File: config.mk
export PLATFORM = sky130hd
export DESIGN_NAME = captouch_scanner
export DESIGN_NICKNAME = d
export VERILOG_FILES = /design/src/rtl/captouch_scanner.sv
export SDC_FILE = /design/constraint.sdc
export NUM_CORES = 1
export LEC_CHECK = 0
export BUFFER_PORTS_ARGS = -buffer_cell sky130_fd_sc_hd__buf_4
export CORE_MARGIN = 2
export CORE_UTILIZATION = 63
export DETAILED_ROUTE_END_ITERATION = 12
export PLACE_DENSITY_LB_ADDON = 0.15
export SLEW_MARGIN = 25
export SYNTH_ARGS = -nofsm -noshare
export SYNTH_HDL_FRONTEND = slang
export SYNTH_SLANG_ARGS = --single-unit
export TNS_END_PERCENT = 30
File: constraint.sdc
create_clock -name clk -period 8.8 [get_ports clk]
set_clock_uncertainty 0.05 [all_clocks]
set_input_delay 0.88 -clock clk [delete_from_list [all_inputs] [get_ports clk]]
set_output_delay 0.88 -clock clk [all_outputs]
set_load 0.005 [all_outputs]
File: src/rtl/captouch_scanner.sv
// Multi-channel capacitive touch scanner: one shared rise-time engine, time-multiplexed
// across NUM_CH pads, with per-channel baseline calibration, debounce and timeout flag.
module captouch_scanner #(
  parameter int NUM_CH           = 4,
  parameter int CW               = 15,
  parameter int DISCHARGE_CYCLES = 10,
  parameter int THRESH_SHIFT     = 3,
  parameter int DEB_DEPTH        = 4
) (
  input  logic              clk,
  input  logic              reset,
  input  logic              en,
  input  logic              recal,
  input  logic [NUM_CH-1:0] cap_in,
  output logic [NUM_CH-1:0] cap_out,
  output logic [NUM_CH-1:0] cap_oe,
  output logic [NUM_CH-1:0] btn,
  output logic [NUM_CH-1:0] fault,
  output logic              scan_done
);

  localparam int              CHW      = (NUM_CH > 1) ? $clog2(NUM_CH) : 1;
  localparam logic [CW-1:0]   CNT_MAX  = '1;
  localparam logic [CW-1:0]   DIS_LAST = CW'(DISCHARGE_CYCLES - 1);
  localparam logic [CHW-1:0]  CH_LAST  = CHW'(NUM_CH - 1);

  typedef enum logic [1:0] {S_IDLE, S_DISCHARGE, S_MEASURE, S_UPDATE} state_t;

  state_t                 state_q, state_d;
  logic [CW-1:0]          cnt_q, cnt_d;
  logic [CHW-1:0]         ch_q, ch_d;
  logic [CW-1:0]          sample_q, sample_d;
  logic                   timeout_q, timeout_d;
  logic [NUM_CH-1:0]      sync_meta_q, sync_meta_d;
  logic [NUM_CH-1:0]      sync_q, sync_d;
  logic [NUM_CH-1:0]      cal_pending_q, cal_pending_d;
  logic [NUM_CH-1:0]      btn_q, btn_d;
  logic [NUM_CH-1:0]      fault_q, fault_d;
  logic [CW-1:0]          baseline_q [NUM_CH];
  logic [CW-1:0]          baseline_d [NUM_CH];
  logic [DEB_DEPTH-1:0]   deb_q [NUM_CH];
  logic [DEB_DEPTH-1:0]   deb_d [NUM_CH];

  logic [CW:0]            thresh;
  logic                   touch;

  // Threshold is computed one bit wider so baseline + margin can never wrap.
  always_comb begin
    thresh = {1'b0, baseline_q[ch_q]} + ({1'b0, baseline_q[ch_q]} >> THRESH_SHIFT);
    touch  = ({1'b0, sample_q} > thresh) && !timeout_q;
  end

  always_comb begin
    sync_meta_d   = cap_in;
    sync_d        = sync_meta_q;
    state_d       = state_q;
    cnt_d         = cnt_q;
    ch_d          = ch_q;
    sample_d      = sample_q;
    timeout_d     = timeout_q;
    cal_pending_d = cal_pending_q;
    btn_d         = btn_q;
    fault_d       = fault_q;
    baseline_d    = baseline_q;
    deb_d         = deb_q;
    cap_oe        = '1;
    scan_done     = 1'b0;

    case (state_q)
      S_IDLE: begin
        cnt_d = '0;
        if (en) state_d = S_DISCHARGE;
      end
      S_DISCHARGE: begin
        if (cnt_q == DIS_LAST) begin
          cnt_d   = '0;
          state_d = S_MEASURE;
        end else begin
          cnt_d = cnt_q + 1'b1;
        end
      end
      S_MEASURE: begin
        cap_oe[ch_q] = 1'b0;
        if (sync_q[ch_q]) begin
          sample_d  = cnt_q;
          timeout_d = 1'b0;
          cnt_d     = '0;
          state_d   = S_UPDATE;
        end else if (cnt_q == CNT_MAX) begin
          sample_d  = CNT_MAX;
          timeout_d = 1'b1;
          cnt_d     = '0;
          state_d   = S_UPDATE;
        end else begin
          cnt_d = cnt_q + 1'b1;
        end
      end
      S_UPDATE: begin
        if (cal_pending_q[ch_q]) begin
          baseline_d[ch_q]    = sample_q;
          cal_pending_d[ch_q] = 1'b0;
        end else begin
          deb_d[ch_q] = (deb_q[ch_q] << 1) | DEB_DEPTH'(touch);
          if (&deb_d[ch_q])       btn_d[ch_q] = 1'b1;
          else if (~|deb_d[ch_q]) btn_d[ch_q] = 1'b0;
        end
        fault_d[ch_q] = timeout_q;
        if (ch_q == CH_LAST) begin
          ch_d      = '0;
          scan_done = 1'b1;
        end else begin
          ch_d = ch_q + 1'b1;
        end
        state_d = en ? S_DISCHARGE : S_IDLE;
      end
      default: state_d = S_IDLE;
    endcase

    // A recal on the same cycle as UPDATE discards that sample: calibration stays pending.
    if (recal) begin
      cal_pending_d = '1;
      btn_d         = '0;
      fault_d       = '0;
      baseline_d    = baseline_q;
      for (int i = 0; i < NUM_CH; i++) deb_d[i] = '0;
    end
  end

  always_ff @(posedge clk or negedge reset) begin
    if (!reset) begin
      state_q       <= S_IDLE;
      cnt_q         <= '0;
      ch_q          <= '0;
      sample_q      <= '0;
      timeout_q     <= 1'b0;
      sync_meta_q   <= '0;
      sync_q        <= '0;
      cal_pending_q <= '1;
      btn_q         <= '0;
      fault_q       <= '0;
      for (int i = 0; i < NUM_CH; i++) begin
        baseline_q[i] <= '0;
        deb_q[i]      <= '0;
      end
    end else begin
      state_q       <= state_d;
      cnt_q         <= cnt_d;
      ch_q          <= ch_d;
      sample_q      <= sample_d;
      timeout_q     <= timeout_d;
      sync_meta_q   <= sync_meta_d;
      sync_q        <= sync_d;
      cal_pending_q <= cal_pending_d;
      btn_q         <= btn_d;
      fault_q       <= fault_d;
      baseline_q    <= baseline_d;
      deb_q         <= deb_d;
    end
  end

  assign cap_out = '0;
  assign btn     = btn_q;
  assign fault   = fault_q;

endmodule

== Word-level counts from Yosys, hierarchy flattened ==
Cells that the tools add are included.
Storage, ports and cells
  flip-flop bits (word level): 131
  output and inout port bits: 17
  word-level logic and storage cells: 114
Operators by class
  add/sub/neg operators: 3
  $lt $le $gt $ge: 5
  eq/ne operators: 11
  mux-type cells: 53
  bitwise gates (word level): 7
  reductions and logical operators: 17
Operator list (number)
  two-way mux 15 bit: 8
  bitwise mux 60 bit: 1
  two-way mux 4 bit: 14
  two-way mux 16 bit: 3
  one-hot mux 15 bit (3 select lines): 1
  binary-select mux 15 bit (select 2 bit): 1
  demux 15 bit (select 2 bit): 1
  adder 15 x 12 -> 16 bit: 1
  binary-select mux 4 bit (select 2 bit): 2
  bitwise mux 16 bit: 1
  > comparator 15 x 16 -> 1 bit: 1
  adder 15 x 1 -> 15 bit, second input constant: 1
  equality test 15 bit, second input constant: 1
  equality test 15 x 4 -> 1 bit, second input constant: 1
  two-way mux 2 bit: 5
  AND reduction 3 bit: 3
  AND 4 bit: 2
  demux 4 bit (select 2 bit): 1
  two-way mux 1 bit: 8
  one-hot mux 2 bit (4 select lines): 1
  equality test 2 bit, second input constant: 3
  two-way mux 3 bit: 2
  != test 2 bit, second input constant: 3
  != test 3 bit, second input constant: 2
  22 further kinds: 29

== Longest topological paths before layout ==
  word-level depth: 18
  depth in mapped cells: 23
  depth with buffers taken out: 20

== Worst setup path after synthesis ==
Ideal clock, no wire load.
  path type: flip-flop to flip-flop
  from: register ch_q[0]
  to: register btn_q[0] (netlist: btn[0])
  setup time: 0.122 ns
  data arrival time: 5.709 ns
  required time: 8.628 ns
  slack: 2.920 ns
  stages on the path, launching flop included: 23
  clock period less this slack: 5.880 ns
  cells stage by stage: dfrtp_1 > buf_6 > buf_6 > buf_1 > mux4_2 > ha_1 > fa_1 > a21o_1 > a21oi_1 > o21bai_1 > a2111oi_0 > o31ai_1 > a21oi_1 > nor2_1 > xnor2_1 > ha_1 > a2111oi_0 > o21ai_0 > a211oi_1 > o32ai_1 > o22ai_1 > nand4_1 > a32o_1
On the way
  cells in the longest elaborated chain, start to end: 17
  elaborated cells on any way between the ends: 40
  classes of those cells: add/sub: 1; order compare: 5; eq/ne: 2; mux: 21; bitwise: 5; reduce/logical: 6
Ends and longest elaborated chain
  from (decl): line 31  | logic [CHW-1:0] ch_q, ch_d;
  from (signal assigned): line 148  | ch_q <= ch_d;
  inverter 2 -> 3 bit (implied by the code)
  binary-select mux 15 bit (select 2 bit): line 49  | thresh = {1'b0, baseline_q[ch_q]} + ({1'b0, baseline_q[ch_q]} >> THRESH_SHIFT);
  two-way mux 15 bit (implied by the code) (2 in series): line 49
  adder 15 x 12 -> 16 bit: line 49
  > comparator 15 x 16 -> 1 bit: line 50  | touch = ({1'b0, sample_q} > thresh) && !timeout_q;
  logical AND 1 bit: line 50
  OR 4 x 1 -> 4 bit: line 103  | deb_d[ch_q] = (deb_q[ch_q] << 1) | DEB_DEPTH'(touch);
  bitwise mux 16 bit: line 103
  binary-select mux 4 bit (select 2 bit): line 104, 105
  two-way mux 4 bit (implied by the code) (2 in series): line 104, 105
  AND reduction 4 bit: line 104  | if (&deb_d[ch_q]) btn_d[ch_q] = 1'b1;
  two-way mux 4 bit: line 104
  two-way mux 4 bit: line 99  | if (cal_pending_q[ch_q]) begin
  two-way mux 4 bit: line 69  | case (state_q)
  two-way mux 4 bit: line 120  | if (recal) begin
  to (signal assigned): line 154  | btn_q <= btn_d;
  to (decl): line 37  | logic [NUM_CH-1:0] btn_q, btn_d;
Parallel ways exist; a longest one is shown, timed or not. The select of a mux whose other input is x is not followed.
A chain may end at the register's enable or synchronous reset.

== Worst setup path in the final report ==
Same ends and word-level chain as after synthesis.

==> impl_metrics.yaml <==
detailed_routing:
  drc: 0
  num_vias: 4958
  drt-vias-per-instance: 6.36
  firstDrtPassIters: 5
  avgRoutedWirePerCell_um: 20.1
  drtIter0Drc: 366
  antenna_left: 0
  routed_wl_mm: 15.7
power:
  power_leakage_nw: 3.41
  swShare_pct: 41.3
  combPwrFrac_pct: 51.1
  peakVddDrop_mv: 0.289
  power_frac_clock_pct: 20.6
  powerDensity_nw_per_um2: 438
  pwr-share-seq_pct: 28.3
  internal-power_w: 0.00202
  p_sw_w: 0.00142
sta:
  worst_slew_pin_slew_ps: 843
  hold_violations: 0
  worst_slack_ps: 2750
  min_period_ps: 6050
  rsz0062_at_grt: "false"
  slew_headroom_pct: 43.6
  fmax_mhz: 165
  setup_viol: 0
  tns_ps: 0
  slew_violations: 0
  min_period_over_period_pct: 68.7
global_routing:
  globalRouteOverflowTotal: 0
  grt_max_degree: 89
  first_global_vias: 4925
  grtUsageTotal_pct: 28.7
  grt_first_pass_wirelength_mm: 25.6
  antenna_found_initial: 0
finish:
  final_common_cell: "dfrtp_1"
  fill_cells: 779
  multi_input_area_um2: 3550
  diodes: 0
  drive_gt1_share_pct: 22.2
  nets: 675
  seq_area_um2: 3280
  syn_to_final_growth_pct: 11.3
  final_cell_mix: "dfrtp_1, nand2_1, mux2_2"
setup_path:
  crit_fanout: 21
  end_kind: "register"
  crit_slowest_cell: "a2111oi_0"
  crit_family: "compound AO/OA/AOI/OAI gates"
  worst-path-buf-inv: 1
  start_kind: "register"
  max_stage_delay_ps: 570
  cp.arrival_ps: 6420
  rrSetupSlack_ps: 2750
  path_class: "reg -> reg"
  critPathRequiredTime_ps: 9170
  crit_chain: "buf_4 > mux4_2 > ha_1 > a21o_1 > a21oi_1 > o21bai_1 > a2111oi_0 > o31ai_1 > a21oi_1 > nor2_1 > xnor2_1 > ha_1 > a2111oi_0 > o21ai_0 > a211oi_1 > o32ai_1 > o22ai_1 > nand4_1 > a32o_1"
floorplan:
  ios: 25
  coreArea_um2: 10900
  rows: 38
  initial_core_util_pct: 64.8
  die_h_um: 110
  dieArea_um2: 12100
  dieWidth_um: 110
placement:
  numPortBuffers: 20
  place_ws_ps: 2790
  dp_hpwl_mm: 10.6
  gp_congestion: 0.865
yosys:
  ys_warn_count: 0
  synth_top_area_share_pct: 45.0
  ys_seq_area_share_pct: 46.5
  async_flop_share_pct: 100
  synth_edf_count: 0
  synth-seq-cells: 131
  synth.distinct_cells: 56
  netlist_instances: 615
  synth_area_um2: 7060
  synth.avg_cell_area_um2: 11.5
  synthTopCellsByArea: "dfrtp_1, mux2_2, ha_1, mux4_2, nand2_1"
  synth_top_area_cell: "dfrtp_1"
  synth_flop_cell: "dfrtp_1"
clock_tree:
  post_cts_resized: 0
  cts_buffers: 17
  clock-root-buffer: "clkbuf_8"
  clock_path_buffers: 2
  cts_hold_buf: 0
  cts_setup_buffers: 0
  cts.clk_slew.worst_paths_ps: 60
  htree_levels: 4
  cts_num_sinks: 131
  cts_tree: "yes"
  clk_latency_ps: 540
hold_path:
  hold_class: "in -> async"
status:
  status: "finished, final reports clean"
job:
  max_cap_violations: 0
[cells by family (layout without fill, tap and decap cells)]
group                    count (synthesis)  count (layout)  synth area share, %
AND/OR/NAND/NOR                        165             165                 11.3
flip-flops                             131             131                 46.5
AO/OA/AOI/OAI                          112             112                 10.6
multiplexers                            92              92                 18.2
buffers and inverters                   52              74                 3.33
adder cells (fa/ha/maj)                 40              40                 7.20
XOR/XNOR                                22              22                 2.73
other                                    1               4               0.0531
[cells in the mapped netlist, types with 14 or more instances]
master,n
nand3_1,27
mux2_2,57
nor2_1,22
nand4_1,16
clkbuf_1,15
xor2_1,14
o22a_1,15
o21ai_0,21
nand2_1,64
dfrtp_1,127
ha_1,39
mux4_2,21
inv_1,17
a21oi_1,35
[worst paths after layout]
kind / from / end / cells after the start
setup reg to reg: ch_q[0]$_DFFE_PN0P_ / btn[0]$_DFFE_PN0P_ / 19
hold reg to reg: sync_d[3]$_DFF_PN0_ / sync_q[3]$_DFF_PN0_ / 0
hold / removal: reset / baseline_q[35]$_DFFE_PN0P_ / 1
setup / recovery: ch_q[0]$_DFFE_PN0P_ / btn[0]$_DFFE_PN0P_ / 19
min in group clk: sync_d[3]$_DFF_PN0_ / sync_q[3]$_DFF_PN0_ / 0
max in group asynchronous: reset / deb_q[3]$_DFFE_PN0P_ / 2
[metal layers]
metal  vias up  global-route usage (%)  part of all wire (%)
li1       2290                       -                     -
met1      2490                    41.5                    46
met2       160                    43.1                    47
met3        18                    7.11                   5.7
met4         0                    8.95                   1.5
met5         -                       0                     0
[power groups by stage]
| stage | Clock [W] | Combinational (W) | Sequential [W] |
|---|---|---|---|
| floorplan | 0 | 0.00138 | 0.000895 |
| global placement | 0 | 0.00167 | 0.000961 |
| detailed placement | 0 | 0.00174 | 0.000976 |
| CTS | 0.000718 | 0.00176 | 0.000968 |
| global route | 0.000748 | 0.00196 | 0.000997 |
| finish | 0.000708 | 0.00176 | 0.000972 |
[sequential cells by signal, indices dropped and copies added (netlist names)]
register,cells
fault,4
timeout_q,1
btn,4
sync_q,4
cal_pending_q,4
deb_q,16
sync_d,4
baseline_q,60
sample_q,15
cnt_q,15
ch_q,2
state_q,2
[metrics by stage]
step	std cells	hold WS [ps]	cell area [um2]	power [W]	utilization [%]
6_report	780	281	7850	0.00344	72.1
5_1_grt	780	315	7850	0.00371	72.1
4_1_cts	780	288	7850	0.00344	72.1
3_5_place_dp	748	295	7260	0.00271	66.7
3_3_place_gp	748	290	7260	0.00263	66.7
2_1_floorplan	618	281	7070	0.00227	-
[cell type report]
class / count / area share [%]
clock inverters: 13 / 2.18
inverters: 18 / 0.860
multi-input cells: 435 / 45.2
flip-flops and latches: 131 / 41.8
repair buffers: 24 / 2.34
well taps: 140 / 2.23
clock buffers: 19 / 5.37
No activity file was read; power rests on OpenSTA's default activity.
